### config.mk
export PLATFORM = sky130hd
export DESIGN_NAME = pc_fetch_unit_flat
export DESIGN_NICKNAME = d
export VERILOG_FILES = /design/src/rtl/pc_fetch_unit_pkg.sv /design/src/rtl/pc_fetch_unit_if.sv /design/src/rtl/pc_fetch_unit_target_calc.sv /design/src/rtl/pc_fetch_unit.sv /design/src/flat_wrapper.sv
export SDC_FILE = /design/constraint.sdc
export NUM_CORES = 1
export LEC_CHECK = 0
export BUFFER_PORTS_ARGS = -buffer_cell sky130_fd_sc_hd__buf_2
export CAP_MARGIN = 20
export CORE_UTILIZATION = 35
export DETAILED_ROUTE_END_ITERATION = 6
export GPL_TIMING_DRIVEN = 0
export PLACE_DENSITY = 0.67
export SYNTH_ARGS = -nofsm -noshare
export SYNTH_HDL_FRONTEND = slang
export SYNTH_SLANG_ARGS = --single-unit
export TNS_END_PERCENT = 50
### constraint.sdc
create_clock -name clk -period 8.7 [get_ports clk]
set_clock_uncertainty 0.05 [all_clocks]
set_input_delay 1.305 -clock clk [delete_from_list [all_inputs] [get_ports clk]]
set_output_delay 1.305 -clock clk [all_outputs]
set_load 0.01 [all_outputs]
### src/rtl/pc_fetch_unit_pkg.sv
// Shared constants and helpers for the MIPS program-counter fetch unit.
package mips_pc_pkg;

  typedef enum logic [1:0] {
    PCSRC_SEQ    = 2'd0,
    PCSRC_BRANCH = 2'd1,
    PCSRC_JUMP   = 2'd2,
    PCSRC_JR     = 2'd3
  } pc_src_e;

  localparam logic [31:0] RESET_PC   = 32'h8000_0000;
  localparam logic [31:0] IRQ_VEC    = 32'h8000_0004;
  localparam logic [31:0] EXC_VEC    = 32'h8000_0008;
  localparam int unsigned KERNEL_BIT = 31;

  // Trap entry always lands in kernel space on a word boundary.
  function automatic logic [31:0] trap_addr(input logic [31:0] vec);
    return {1'b1, vec[30:2], 2'b00};
  endfunction

endpackage

### src/rtl/pc_fetch_unit_if.sv
// Control/status bundle between the core and the PC fetch unit.
interface pc_fetch_unit_if;
  import mips_pc_pkg::*;

  logic        stall;
  pc_src_e     pc_src;
  logic        branch_taken;
  logic [15:0] imm16;
  logic [25:0] jump_index;
  logic [31:0] jr_target;
  logic        irq;
  logic        exc;
  logic [31:0] pc;
  logic [31:0] pc_plus4;
  logic        kernel;
  logic [31:0] epc;
  logic        irq_ack;
  logic        exc_ack;
  logic [31:0] instret;

  modport master (
    output stall, pc_src, branch_taken, imm16, jump_index, jr_target, irq, exc,
    input  pc, pc_plus4, kernel, epc, irq_ack, exc_ack, instret
  );

  modport slave (
    input  stall, pc_src, branch_taken, imm16, jump_index, jr_target, irq, exc,
    output pc, pc_plus4, kernel, epc, irq_ack, exc_ack, instret
  );

endinterface

### src/rtl/pc_fetch_unit_target_calc.sv
// Combinational next-PC candidate for the non-trap paths (branch, jump, JR, sequential).
module pc_target_calc
  import mips_pc_pkg::*;
(
  input  logic        kernel_i,
  input  logic [31:0] pc_plus4_i,
  input  pc_src_e     pc_src_i,
  input  logic        branch_taken_i,
  input  logic [15:0] imm16_i,
  input  logic [25:0] jump_index_i,
  input  logic [31:0] jr_target_i,
  output logic [31:0] target_o
);

  logic [31:0] br_off;
  logic [31:0] br_sum;
  logic [31:0] target;

  assign br_off = {{14{imm16_i[15]}}, imm16_i, 2'b00};
  assign br_sum = pc_plus4_i + br_off;

  // Branch/jump keep the current mode bit; only a kernel JR may clear it.
  always_comb begin
    target = pc_plus4_i;
    unique case (pc_src_i)
      PCSRC_SEQ:    target = pc_plus4_i;
      PCSRC_BRANCH: if (branch_taken_i)
                      target = (br_sum & 32'h7FFF_FFFF) | {kernel_i, 31'd0};
      PCSRC_JUMP:   target = {kernel_i, pc_plus4_i[30:28], jump_index_i, 2'b00};
      PCSRC_JR:     target = jr_target_i & {kernel_i, {31{1'b1}}};
    endcase
    target_o = target & ~32'h3;
  end

endmodule

### src/rtl/pc_fetch_unit.sv
// PC register, trap/priority selection, EPC and retired-instruction counter.
module pc_fetch_unit #(
  parameter logic [31:0] RESET_PC = mips_pc_pkg::RESET_PC,
  parameter logic [31:0] IRQ_VEC  = mips_pc_pkg::IRQ_VEC,
  parameter logic [31:0] EXC_VEC  = mips_pc_pkg::EXC_VEC
) (
  input logic            clk,
  input logic            reset,
  pc_fetch_unit_if.slave bus
);
  import mips_pc_pkg::*;

  logic [31:0] pc_q, pc_d;
  logic [31:0] epc_q, epc_d;
  logic [31:0] instret_q, instret_d;
  logic        irq_ack_q, irq_ack_d;
  logic        exc_ack_q, exc_ack_d;
  logic [31:0] pc_plus4;
  logic [31:0] target;
  logic        kernel;
  logic        take_irq;
  logic        retire;

  assign pc_plus4 = pc_q + 32'd4;
  assign kernel   = pc_q[KERNEL_BIT];
  // Interrupts are masked in kernel mode and lose to a simultaneous exception.
  assign take_irq = bus.irq & ~kernel & ~bus.exc;
  assign retire   = ~bus.exc & ~take_irq & ~bus.stall;

  pc_target_calc u_target_calc (
    .kernel_i       (kernel),
    .pc_plus4_i     (pc_plus4),
    .pc_src_i       (bus.pc_src),
    .branch_taken_i (bus.branch_taken),
    .imm16_i        (bus.imm16),
    .jump_index_i   (bus.jump_index),
    .jr_target_i    (bus.jr_target),
    .target_o       (target)
  );

  always_comb begin
    pc_d      = target;
    epc_d     = epc_q;
    irq_ack_d = 1'b0;
    exc_ack_d = 1'b0;
    if (bus.exc) begin
      pc_d      = trap_addr(EXC_VEC);
      epc_d     = pc_plus4;
      exc_ack_d = 1'b1;
    end else if (take_irq) begin
      pc_d      = trap_addr(IRQ_VEC);
      epc_d     = pc_q;
      irq_ack_d = 1'b1;
    end else if (bus.stall) begin
      pc_d      = pc_q;
    end
  end

  assign instret_d = retire ? instret_q + 32'd1 : instret_q;

  always_ff @(posedge clk or posedge reset) begin
    if (reset) begin
      pc_q      <= RESET_PC;
      epc_q     <= 32'd0;
      instret_q <= 32'd0;
      irq_ack_q <= 1'b0;
      exc_ack_q <= 1'b0;
    end else begin
      pc_q      <= pc_d;
      epc_q     <= epc_d;
      instret_q <= instret_d;
      irq_ack_q <= irq_ack_d;
      exc_ack_q <= exc_ack_d;
    end
  end

  assign bus.pc       = pc_q;
  assign bus.pc_plus4 = pc_plus4;
  assign bus.kernel   = kernel;
  assign bus.epc      = epc_q;
  assign bus.irq_ack  = irq_ack_q;
  assign bus.exc_ack  = exc_ack_q;
  assign bus.instret  = instret_q;

endmodule

### src/flat_wrapper.sv
// flat-port wrapper written by rule: the top's interface ports become plain ports
module pc_fetch_unit_flat import mips_pc_pkg::*;
#(
  parameter logic [31:0] RESET_PC = mips_pc_pkg::RESET_PC,
  parameter logic [31:0] IRQ_VEC  = mips_pc_pkg::IRQ_VEC,
  parameter logic [31:0] EXC_VEC  = mips_pc_pkg::EXC_VEC
)
  (clk, reset, bus_stall, bus_pc_src, bus_branch_taken, bus_imm16, bus_jump_index, bus_jr_target, bus_irq, bus_exc, bus_pc, bus_pc_plus4, bus_kernel, bus_epc, bus_irq_ack, bus_exc_ack, bus_instret);
  pc_fetch_unit_if bus_i ();
  input logic clk;
  input logic reset;
  input wire logic [$bits(bus_i.stall)-1:0] bus_stall;
  input wire logic [$bits(bus_i.pc_src)-1:0] bus_pc_src;
  input wire logic [$bits(bus_i.branch_taken)-1:0] bus_branch_taken;
  input wire logic [$bits(bus_i.imm16)-1:0] bus_imm16;
  input wire logic [$bits(bus_i.jump_index)-1:0] bus_jump_index;
  input wire logic [$bits(bus_i.jr_target)-1:0] bus_jr_target;
  input wire logic [$bits(bus_i.irq)-1:0] bus_irq;
  input wire logic [$bits(bus_i.exc)-1:0] bus_exc;
  output wire logic [$bits(bus_i.pc)-1:0] bus_pc;
  output wire logic [$bits(bus_i.pc_plus4)-1:0] bus_pc_plus4;
  output wire logic [$bits(bus_i.kernel)-1:0] bus_kernel;
  output wire logic [$bits(bus_i.epc)-1:0] bus_epc;
  output wire logic [$bits(bus_i.irq_ack)-1:0] bus_irq_ack;
  output wire logic [$bits(bus_i.exc_ack)-1:0] bus_exc_ack;
  output wire logic [$bits(bus_i.instret)-1:0] bus_instret;
  assign bus_i.stall = bus_stall;
  assign bus_i.pc_src = bus_pc_src;
  assign bus_i.branch_taken = bus_branch_taken;
  assign bus_i.imm16 = bus_imm16;
  assign bus_i.jump_index = bus_jump_index;
  assign bus_i.jr_target = bus_jr_target;
  assign bus_i.irq = bus_irq;
  assign bus_i.exc = bus_exc;
  assign bus_pc = bus_i.pc;
  assign bus_pc_plus4 = bus_i.pc_plus4;
  assign bus_kernel = bus_i.kernel;
  assign bus_epc = bus_i.epc;
  assign bus_irq_ack = bus_i.irq_ack;
  assign bus_exc_ack = bus_i.exc_ack;
  assign bus_instret = bus_i.instret;
  pc_fetch_unit #(.RESET_PC(RESET_PC), .IRQ_VEC(IRQ_VEC), .EXC_VEC(EXC_VEC)) u_core (.clk(clk), .reset(reset), .bus(bus_i));
endmodule
# Word-level counts from Yosys, hierarchy flattened
# Index checks and enable logic that the tools add are counted.
# totals
reg_bits,98
inputBits,82
output_inout_bits,131
word_cells,37
# op_classes
addsub,3
eq_ne,5
mux,10
n_bitwise,10
n_reduce_logical,3
# op_table
op,n
32-bit 2-to-1 mux,6
32-bit case mux with 4 select lines,1
"32-bit by 1-bit adder with 32-bit output, second input constant",1
"32-bit by 3-bit adder with 32-bit output, second input constant",1
32-bit AND,1
31-bit by 32-bit OR with 32-bit output,1
31-bit adder,1
1-bit AND,4
"2-bit equality test, second input constant",2
1-bit inverter,4
1-bit 2-to-1 mux,3
"3-bit by 1-bit inequality test with 1-bit output, second input constant",1
"3-bit by 2-bit inequality test with 1-bit output, second input constant",1
"2-bit by 1-bit equality test with 1-bit output, second input constant",1
2-bit zero test,1
2-bit AND reduction,1
2-bit nonzero test,1

# Logic depth before layout (Yosys ltp)
# Gate-level depths: netlist of run 1.
# logic_depth
ltp_word,8
mapped_depth,18
ltp_nobuf,16

# Cells and area by module
# A second synthesis of run 1 with hierarchy kept.
# hier_totals
cells_unflattened,858
hier_area_um2,7374.6
# by_module_without_submodules
mod,n_inst,cells_each,area_per_inst_um2,seq_area_each_um2
pc_fetch_unit,1,508,5042.3,2453.6
pc_target_calc,1,350,2332.2,0.0

# Worst setup path after synthesis of run 1
# No wires, ideal clock.
# synth_timing
path_type,flip-flop to flip-flop
startpoint,register u_core.pc_q[4] (netlist: u_core.bus.pc[4])
endpoint,register u_core.pc_q[30] (netlist: u_core.bus.pc[30])
setup_time_ns,0.095
arrival_ns,3.994
required_ns,8.555
setup_slack_ns,4.560
path_stages_with_launch,19
path_buffers,2
period_less_slack_ns,4.140
path_cell_list,dfrtp_1 -> and3_4 -> and4_4 -> nand4_4 -> or3_1 -> buf_6 -> nor3_2 -> xor2_1 -> ha_1 -> clkbuf_1 -> a21o_1 -> a311o_1 -> a31oi_1 -> nand3b_1 -> o21ai_1 -> o21a_1 -> xnor2_1 -> a21oi_1 -> o31ai_1
# synth_via
elab_chain_len,8
# synth_lines
element,line,rtl
"start, declared",pc_fetch_unit.sv:13,"logic [31:0] pc_q, pc_d;"
"start signal, assigned",pc_fetch_unit.sv:69,pc_q <= pc_d;
32-bit by 3-bit adder with 32-bit output,pc_fetch_unit.sv:24,assign pc_plus4 = pc_q + 32'd4;
via bus_pc_plus4[17],flat_wrapper.sv:21,output wire logic [$bits(bus_i.pc_plus4)-1:0] bus_pc_plus4;
31-bit adder,pc_fetch_unit_target_calc.sv:20,assign br_sum = pc_plus4_i + br_off;
31-bit by 32-bit OR with 32-bit output,pc_fetch_unit_target_calc.sv:28,"target = (br_sum & 32'h7FFF_FFFF) | {kernel_i, 31'd0};"
32-bit 2-to-1 mux,pc_fetch_unit_target_calc.sv:27,PCSRC_BRANCH: if (branch_taken_i)
32-bit case mux with 4 select lines,pc_fetch_unit_target_calc.sv:25,unique case (pc_src_i)
32-bit 2-to-1 mux,pc_fetch_unit.sv:54,end else if (bus.stall) begin
32-bit 2-to-1 mux,pc_fetch_unit.sv:50,end else if (take_irq) begin
32-bit 2-to-1 mux,pc_fetch_unit.sv:46,if (bus.exc) begin
# The timed path passes the listed nets, and every way through them passes these cells. The select of a mux whose other input is x is not followed.
# A chain may end at the register's enable or synchronous reset.

# Worst setup path after layout of run 1
# layout_timing
startpoint,register u_core.pc_q[4] (netlist: u_core.bus.pc[4])
endpoint,register u_core.pc_q[30] (netlist: u_core.bus.pc[30])
# layout_via
elab_chain_len,8
# layout_lines
element,line
32-bit by 3-bit adder with 32-bit output *,pc_fetch_unit.sv:24
31-bit adder,pc_fetch_unit_target_calc.sv:20
31-bit by 32-bit OR with 32-bit output,pc_fetch_unit_target_calc.sv:28
32-bit 2-to-1 mux,pc_fetch_unit_target_calc.sv:27
32-bit case mux with 4 select lines *,pc_fetch_unit_target_calc.sv:25
32-bit 2-to-1 mux *,pc_fetch_unit.sv:54
32-bit 2-to-1 mux *,pc_fetch_unit.sv:50
32-bit 2-to-1 mux *,pc_fetch_unit.sv:46
# Every way passes the cells marked *; elsewhere a longest branch is shown, timed or not. The select of a mux whose other input is x is not followed.

==> impl_results.md, run 1 <==
- Slew HR: 34.1%
- Fmax: 0.204 GHz
- CTS Hold Bufs: 0
- Vias/cell: ~5.7
- Crit path from: u_core.bus.pc[4]
- Mux contribution to synthesized area: ~3.5%
- WHS: about 0.42 ns
- Post-synth EDFFs: 0
- DP Wirelength: between 20 and 25 mm
- Final Cycle Share: 56.2%
- Area grow syn2layout: 23.2%
- Post-synthesis compound-gate area fraction: a little under a quarter
- CTS Sinks: 94
- Worst Tran Pin Value: slightly below 1 ns
- Ys flop type: dfrtp_1
- Post-synthesis cell count: 873
- Antenna violations before repair: 0
- Leakage: approximately 4.4 nW
- CP endpoint kind: flip-flop
- End-of-flow core utilization: between 40% and 50%
- Ys async rst share: 100%
- H-tree depth: 3
- GPL Wtd Cong: 0.916
- Reg2reg start: u_core.bus.pc[4]
- Critical Path Source Type: flip-flop
- Total gr overflow: 0
- Place WS: approximately 3.9 ns
- Crit path max-delay family: compound AO/OA/AOI/OAI gates
- Synth area leader: dfrtp_1
- Tmin final: a little under 5 ns
- CTS tree: built
- HP Class: flip-flop to flip-flop
- Core area: ~20000 um2
- VDD IR max: approximately 0.1 mV
- Crit Path Class: flip-flop to flip-flop
- Vias in the first global route: ~7200
- Adder-Cell Fraction of Synth Area: under 10%
- Crit path largest cell delay: 0.52 ns
- Fillcell total: about 2100
- Synth Area in XOR/XNOR: 10.3%
- Die Y: 146 um
- Netlist Area Pre-Place: 7310 um2
- Min-delay src: u_core.bus.instret[31]
- Clock Path Buffers: 2
- Routed len/inst: 20.3 um
- Clock Latency Late Sink: between 0.3 and 0.4 ns
- PnR worst setup slack: between 3 and 4 ns
- Max-slew violations: 0
- Worst path arrival time: about 5.1 ns
- Syn Area/Cell: around 8.4 um2
- Setup TNS: 0 ns
- Fin. Hold Viols: 0
- Final setup viols: 0
- Horiz. Die Dim: 146 um
- Post-synthesis simple-gate area fraction: 19.3%
- N_diodes: 0
- Total GRT Usage: between 20% and 30%
- RSZ-0062 raised after global routing: no
- Initial Util: 35.9%
- Starting DRC count in detailed routing: approximately 660
- Sequential share of the synthesized area: between 30% and 40%
- Full die area: ~21000 um2
- Number of nets with antenna violations after routing: 0
- Clock root cell: clkbuf_16
- CP required: 8.91 ns
- CP max stage cell: xor2_1
- Layout cells sized above 1: 24.6%
- Resize count post-CTS: 0
- Worst-path cell chain: and3_4 > and4_4 > nand4_4 > or3_1 > buf_6 > nor3_2 > xor2_1 > ha_1 > clkbuf_1 > a21o_1 > a311o_1 > a31oi_1 > nand3b_1 > o21ai_1 > o21a_1 > xnor2_1 > a21oi_1 > o31ai_1
- Synth top area share: between 30% and 40%
- First-pass GRT wire length: 41.9 mm
- Max Cap Violations: 0
- Max FO, Critical Path: 8
- Most common cell after layout, fill and taps aside: buf_2
- Fin nets: between 1000 and 1500
- Total wire length: about 28 mm
- First-pass DRT Iterations: 5
- Total number of vias: about 7700
- Commonest non-fill, non-tap cells in the layout: buf_2, dfrtp_1, a21oi_1, nand2_1, nor2_1
- Hold path depth: 1
- Worst Path Buf+Inv: 2
- Largest family of logic cells by synthesized area: compound AO/OA/AOI/OAI gates
- # port buffers: just over 200
- Synth top area cells: dfrtp_1, xnor2_1, ha_1
- Row cnt: 52
- Largest net degree at the start of global routing: 51
- Distinct cell type count after synthesis: between 70 and 80
- Hold endpoint: u_core.bus.instret[31]
- Clock transition at the registers of the reported paths: around 0.07 ns
- PD cells: 152 nW/um2
- Reg-to-reg endpoint: u_core.bus.pc[30]
- Status: finished clean
- Register-to-register setup slack: 3.81 ns
- I/O pin total: between 200 and 250
- Syn. warnings: 0
- R2R cell count: 18
- Postcts setup bufs: 0
- Drt drc: 0
- CTS Buf Count: 9
- #FFs+latches synth: between 90 and 100
[per-layer routing]
| layer | vias to the layer above | routed length [um] | share of wire [%] | global-route usage (%) |
|---|---|---|---|---|
| li1 | 3597 | - | - | - |
| met1 | 3626 | 11400 | 41 | 35.4 |
| met2 | 460 | 12700 | 46 | 40.8 |
| met3 | 56 | 2760 | 9.9 | 3.13 |
| met4 | 0 | 808 | 2.9 | 10.0 |
| met5 | - | 0 | 0 | 0 |
[power by group]
| group | switching [mW] | internal (mW) |
|---|---|---|
| Combinational | 0.265 | 0.171 |
| Sequential | 0.0485 | 0.475 |
| Clock | 0.175 | 0.230 |
[cell type report]
cell class	instances	area [um2]	area share, %
multi-input cells	696	4600	51.1
flip-flops and latches	94	2350	26.1
repair buffers	204	1040	11.6
well taps	270	338	3.75
plain buffers	56	253	2.81
clock buffers	12	246	2.74
inverters	32	123	1.36
clock inverters	4	47.5	0.528
[kinds of logic (layout without fill, tap and decap cells)]
| group | Yosys count | count (layout) |
|---|---|---|
| AND/OR/NAND/NOR | 278 | 278 |
| AO/OA/AOI/OAI | 268 | 268 |
| flip-flops | 94 | 94 |
| buffers and inverters | 88 | 308 |
| XOR/XNOR | 84 | 84 |
| adder cells (fa/ha/maj) | 36 | 36 |
| multiplexers | 24 | 24 |
| other | 1 | 6 |
[cells in the mapped netlist, types with 5 or more instances]
cell type / number
dfrtp_1: 93
a21oi_1: 80
nand2_1: 76
nor2_1: 69
xnor2_1: 63
o21ai_0: 49
clkbuf_1: 37
nand3_1: 37
ha_1: 35
inv_1: 31
a21o_1: 23
a31oi_1: 19
xor2_1: 19
nand4_1: 18
a211oi_1: 14
and3_1: 14
mux2_2: 12
mux2i_1: 12
nor3_1: 11
o21ai_1: 11
a22oi_1: 10
buf_4: 8
and2_1: 7
nand2b_1: 7
o22ai_1: 7
a22o_1: 6
and4_1: 6
buf_1: 6
a32oi_1: 5
[sequential cells by signal, summed over array words and instances (netlist names)]
register / count
u_core.bus.epc: 30
u_core.bus.instret: 32
u_core.bus.irq_ack: 1
u_core.bus.exc_ack: 1
u_core.bus.pc: 30
[through the flow]
step	std cells	instance area (um2)	total power, mW
2_1_floorplan	878	7330	0.789
3_3_place_gp	1351	8680	0.954
4_1_cts	1368	9000	1.36
3_5_place_dp	1352	8710	0.961
5_1_grt	1368	9000	1.43
6_report	1368	9000	1.37
[how the worst max path moves through the flow]
stage	to	slack (ns)	depth (start not counted)
after floorplan	u_core.bus.pc[30]	4.56	18
after global placement	u_core.bus.pc[28]	3.68	2
after detailed placement	u_core.bus.pc[30]	3.94	18
after CTS	u_core.bus.pc[30]	3.89	18
after global routing	u_core.bus.pc[30]	3.58	18
final	u_core.bus.pc[30]	3.81	18
[worst register-to-register path: cells and delay by family (launching register included)]
kind | cells | cell delay, ns
simple gates | 6 | 1.34
flops | 1 | 0.50
fa+ha+maj | 1 | 0.35
buf+inv | 2 | 0.35
compound gates | 7 | 1.51
xor+xnor | 2 | 0.70
(Power assumes the default switching activity.)
==> run 2, diff against run 1 <==
- PLACE_DENSITY: 0.67 -> 0.69
- clock period: 8.7 -> 4.1 ns (I/O delays scaled with it)
==> impl_results.md, run 2 (same netlist as run 1, synthesis figures left out) <==
- Final setup viols: 0
- P_int: between 1.5 and 2 mW
- Vias in the first global route: around 7400
- Max FO, Critical Path: 6
- Worst-path cell chain: and3_4 > and4_4 > nand4_4 > or3_4 > buf_6 > nor3_4 > xor2_2 > ha_4 > a21o_1 > a311o_1 > a31oi_2 > nand3b_1 > o21ai_2 > o21a_1 > xnor2_2 > and3_1 > o31ai_2
- Critical Path Source Type: flip-flop
- VDD IR max: about 0.20 mV
- Fillcell total: 2028
- Antenna violations before repair: 0
- GPL Wtd Cong: between 0.9 and 1
- Place WS: -0.572 ns
- Sw Share: about 37%
- Max FFs per register: 32
- Core area: roughly 20000 um2
- CTS Buf Count: 9
- Worst Tran Pin Value: between 0.9 and 1 ns
- Clock Latency Late Sink: about 0.36 ns
- Routed len/inst: slightly above 20 um
- Comb pwr share: 33.3%
- Slew HR: between 30% and 40%
- HP Class: primary input to async pin
- Max Cap Violations: 0
- Area grow syn2layout: 27.7%
- Total GRT Usage: between 20% and 30%
- Setup TNS: 0 ns
- Tot Pwr: 2.92 mW
- FF/Latch Area: ~2400 um2
- Fin nets: roughly 1200
- DP Wirelength: 21.4 mm
- Area occupied by multi-input gates: 4810 um2
- N_diodes: 0
- Most common cell after layout, fill and taps aside: buf_2
- Clk network pwr share: between 20% and 30%
- Clock root cell: clkbuf_16
- CP required: between 4 and 5 ns
- Clock Path Buffers: 2
- PD cells: about 310 nW/um2
- Clock transition at the registers of the reported paths: around 0.08 ns
- Vias/cell: around 5.7
- Fmax: about 0.25 GHz
- Number of nets with antenna violations after routing: 0
- Layout cells sized above 1: about 29%
- Row cnt: 52
- Full die area: roughly 21000 um2
- Total wire length: around 28 mm
- Sw power: roughly 1.1 mW
- Leakage: 4.55 nW
- Horiz. Die Dim: approximately 150 um
- CTS tree: built
- CP max stage cell: dfrtp_2
- Fin. Hold Viols: 0
- CP endpoint kind: flip-flop
- Max-slew violations: 0
- H-tree depth: 3
- Largest net degree at the start of global routing: 64
- Total gr overflow: 0
- CTS Hold Bufs: 0
- Drt drc: 0
- Crit Path Class: flip-flop to flip-flop
- PnR worst setup slack: between 0.08 and 0.09 ns
- First-pass DRT Iterations: 5
- Starting DRC count in detailed routing: approximately 700
- CTS Sinks: 94
- Initial Util: a little over a third
- Status: finished clean
- Die Y: about 150 um
- Total number of vias: 7926
- Worst path arrival time: roughly 4.2 ns
- I/O pin total: between 200 and 250
- Commonest non-fill, non-tap cells in the layout: buf_2, dfrtp_1, nand2_1, a21oi_1, nor2_1
- First-pass GRT wire length: 42.7 mm
- # port buffers: slightly above 200
- RSZ-0062 raised after global routing: yes
- Tmin final: ~4 ns
- Seq pwr share: a little under two fifths
- Final Cycle Share: a little over nine tenths
- Crit path largest cell delay: around 0.38 ns
==> run 2: through the flow <==
| stage | utilization, % | hold slack, ns | cells | cell area, um2 |
|---|---|---|---|---|
| 4_1_cts | 44.9 | 0.218 | 1374 | 9150 |
| 3_3_place_gp | 42.7 | 0.405 | 1351 | 8690 |
| 2_1_floorplan | - | 0.457 | 878 | 7330 |
| 3_5_place_dp | 42.8 | 0.439 | 1352 | 8720 |
| 6_report | 45.8 | 0.212 | 1381 | 9330 |
| 5_1_grt | 45.8 | 0.242 | 1381 | 9330 |
==> run 2: worst paths after layout <==
| kind | start | endpoint | slack (ns) | depth (start not counted) |
|---|---|---|---|---|
| max | u_core.bus.pc[5] | u_core.bus.pc[30] | 0.08 | 17 |
| min | reset | u_core.bus.instret[25] | 0.21 | 2 |
| max reg2reg | u_core.bus.pc[5] | u_core.bus.pc[30] | 0.08 | 17 |
| min reg2reg | u_core.bus.instret[11] | u_core.bus.instret[11] | 0.44 | 1 |
| max in group asynchronous | reset | u_core.bus.pc[31] | 3.07 | 3 |
| min in group clk | bus_exc | u_core.bus.exc_ack | 0.37 | 1 |
==> run 2: routing by layer <==
metal / track usage [%] / routed length, um / vias up
li1: - / - / 3638
met1: 35.1 / 11500 / 3710
met2: 40.9 / 12800 / 499
met3: 4.19 / 2880 / 79
met4: 11.8 / 1120 / 0
met5: 0 / 0 / -
==> run 2: worst max-delay path: cells and delay by family, from the launching register on <==
kind            cells  cell delay [ns]
buf+inv             1             0.15
xor+xnor            2             0.40
fa+ha+maj           1             0.26
simple gates        7             1.37
flops               1             0.38
compound gates      6             1.29
==> run 2: power by group through the flow <==
| stage | combinational [mW] | sequential [mW] | clock [mW] |
|---|---|---|---|
| global route | 1.05 | 1.12 | 0.885 |
| global placement | 0.904 | 1.12 | 0 |
| detailed placement | 0.915 | 1.12 | 0 |
| floorplan | 0.535 | 1.14 | 0 |
| CTS | 0.938 | 1.11 | 0.847 |
| finish | 0.972 | 1.11 | 0.842 |
==> run 2: repair_timing <==
action                     4_1_cts  5_1_grt
pin swaps                        2       16
setup endpoints to repair       11       10
buffers inserted                 8        9
gates resized for setup         15       29
==> run 2: cell type report <==
| cell class | instances | area share, % |
|---|---|---|
| sequential | 94 | 25.3 |
| clock buffer | 10 | 2.56 |
| tap | 270 | 3.62 |
| clock inverter | 6 | 0.550 |
| timing repair buffer | 221 | 12.5 |
| multi-input combinational | 696 | 51.5 |
| inverter | 32 | 1.31 |
| buffer | 52 | 2.60 |
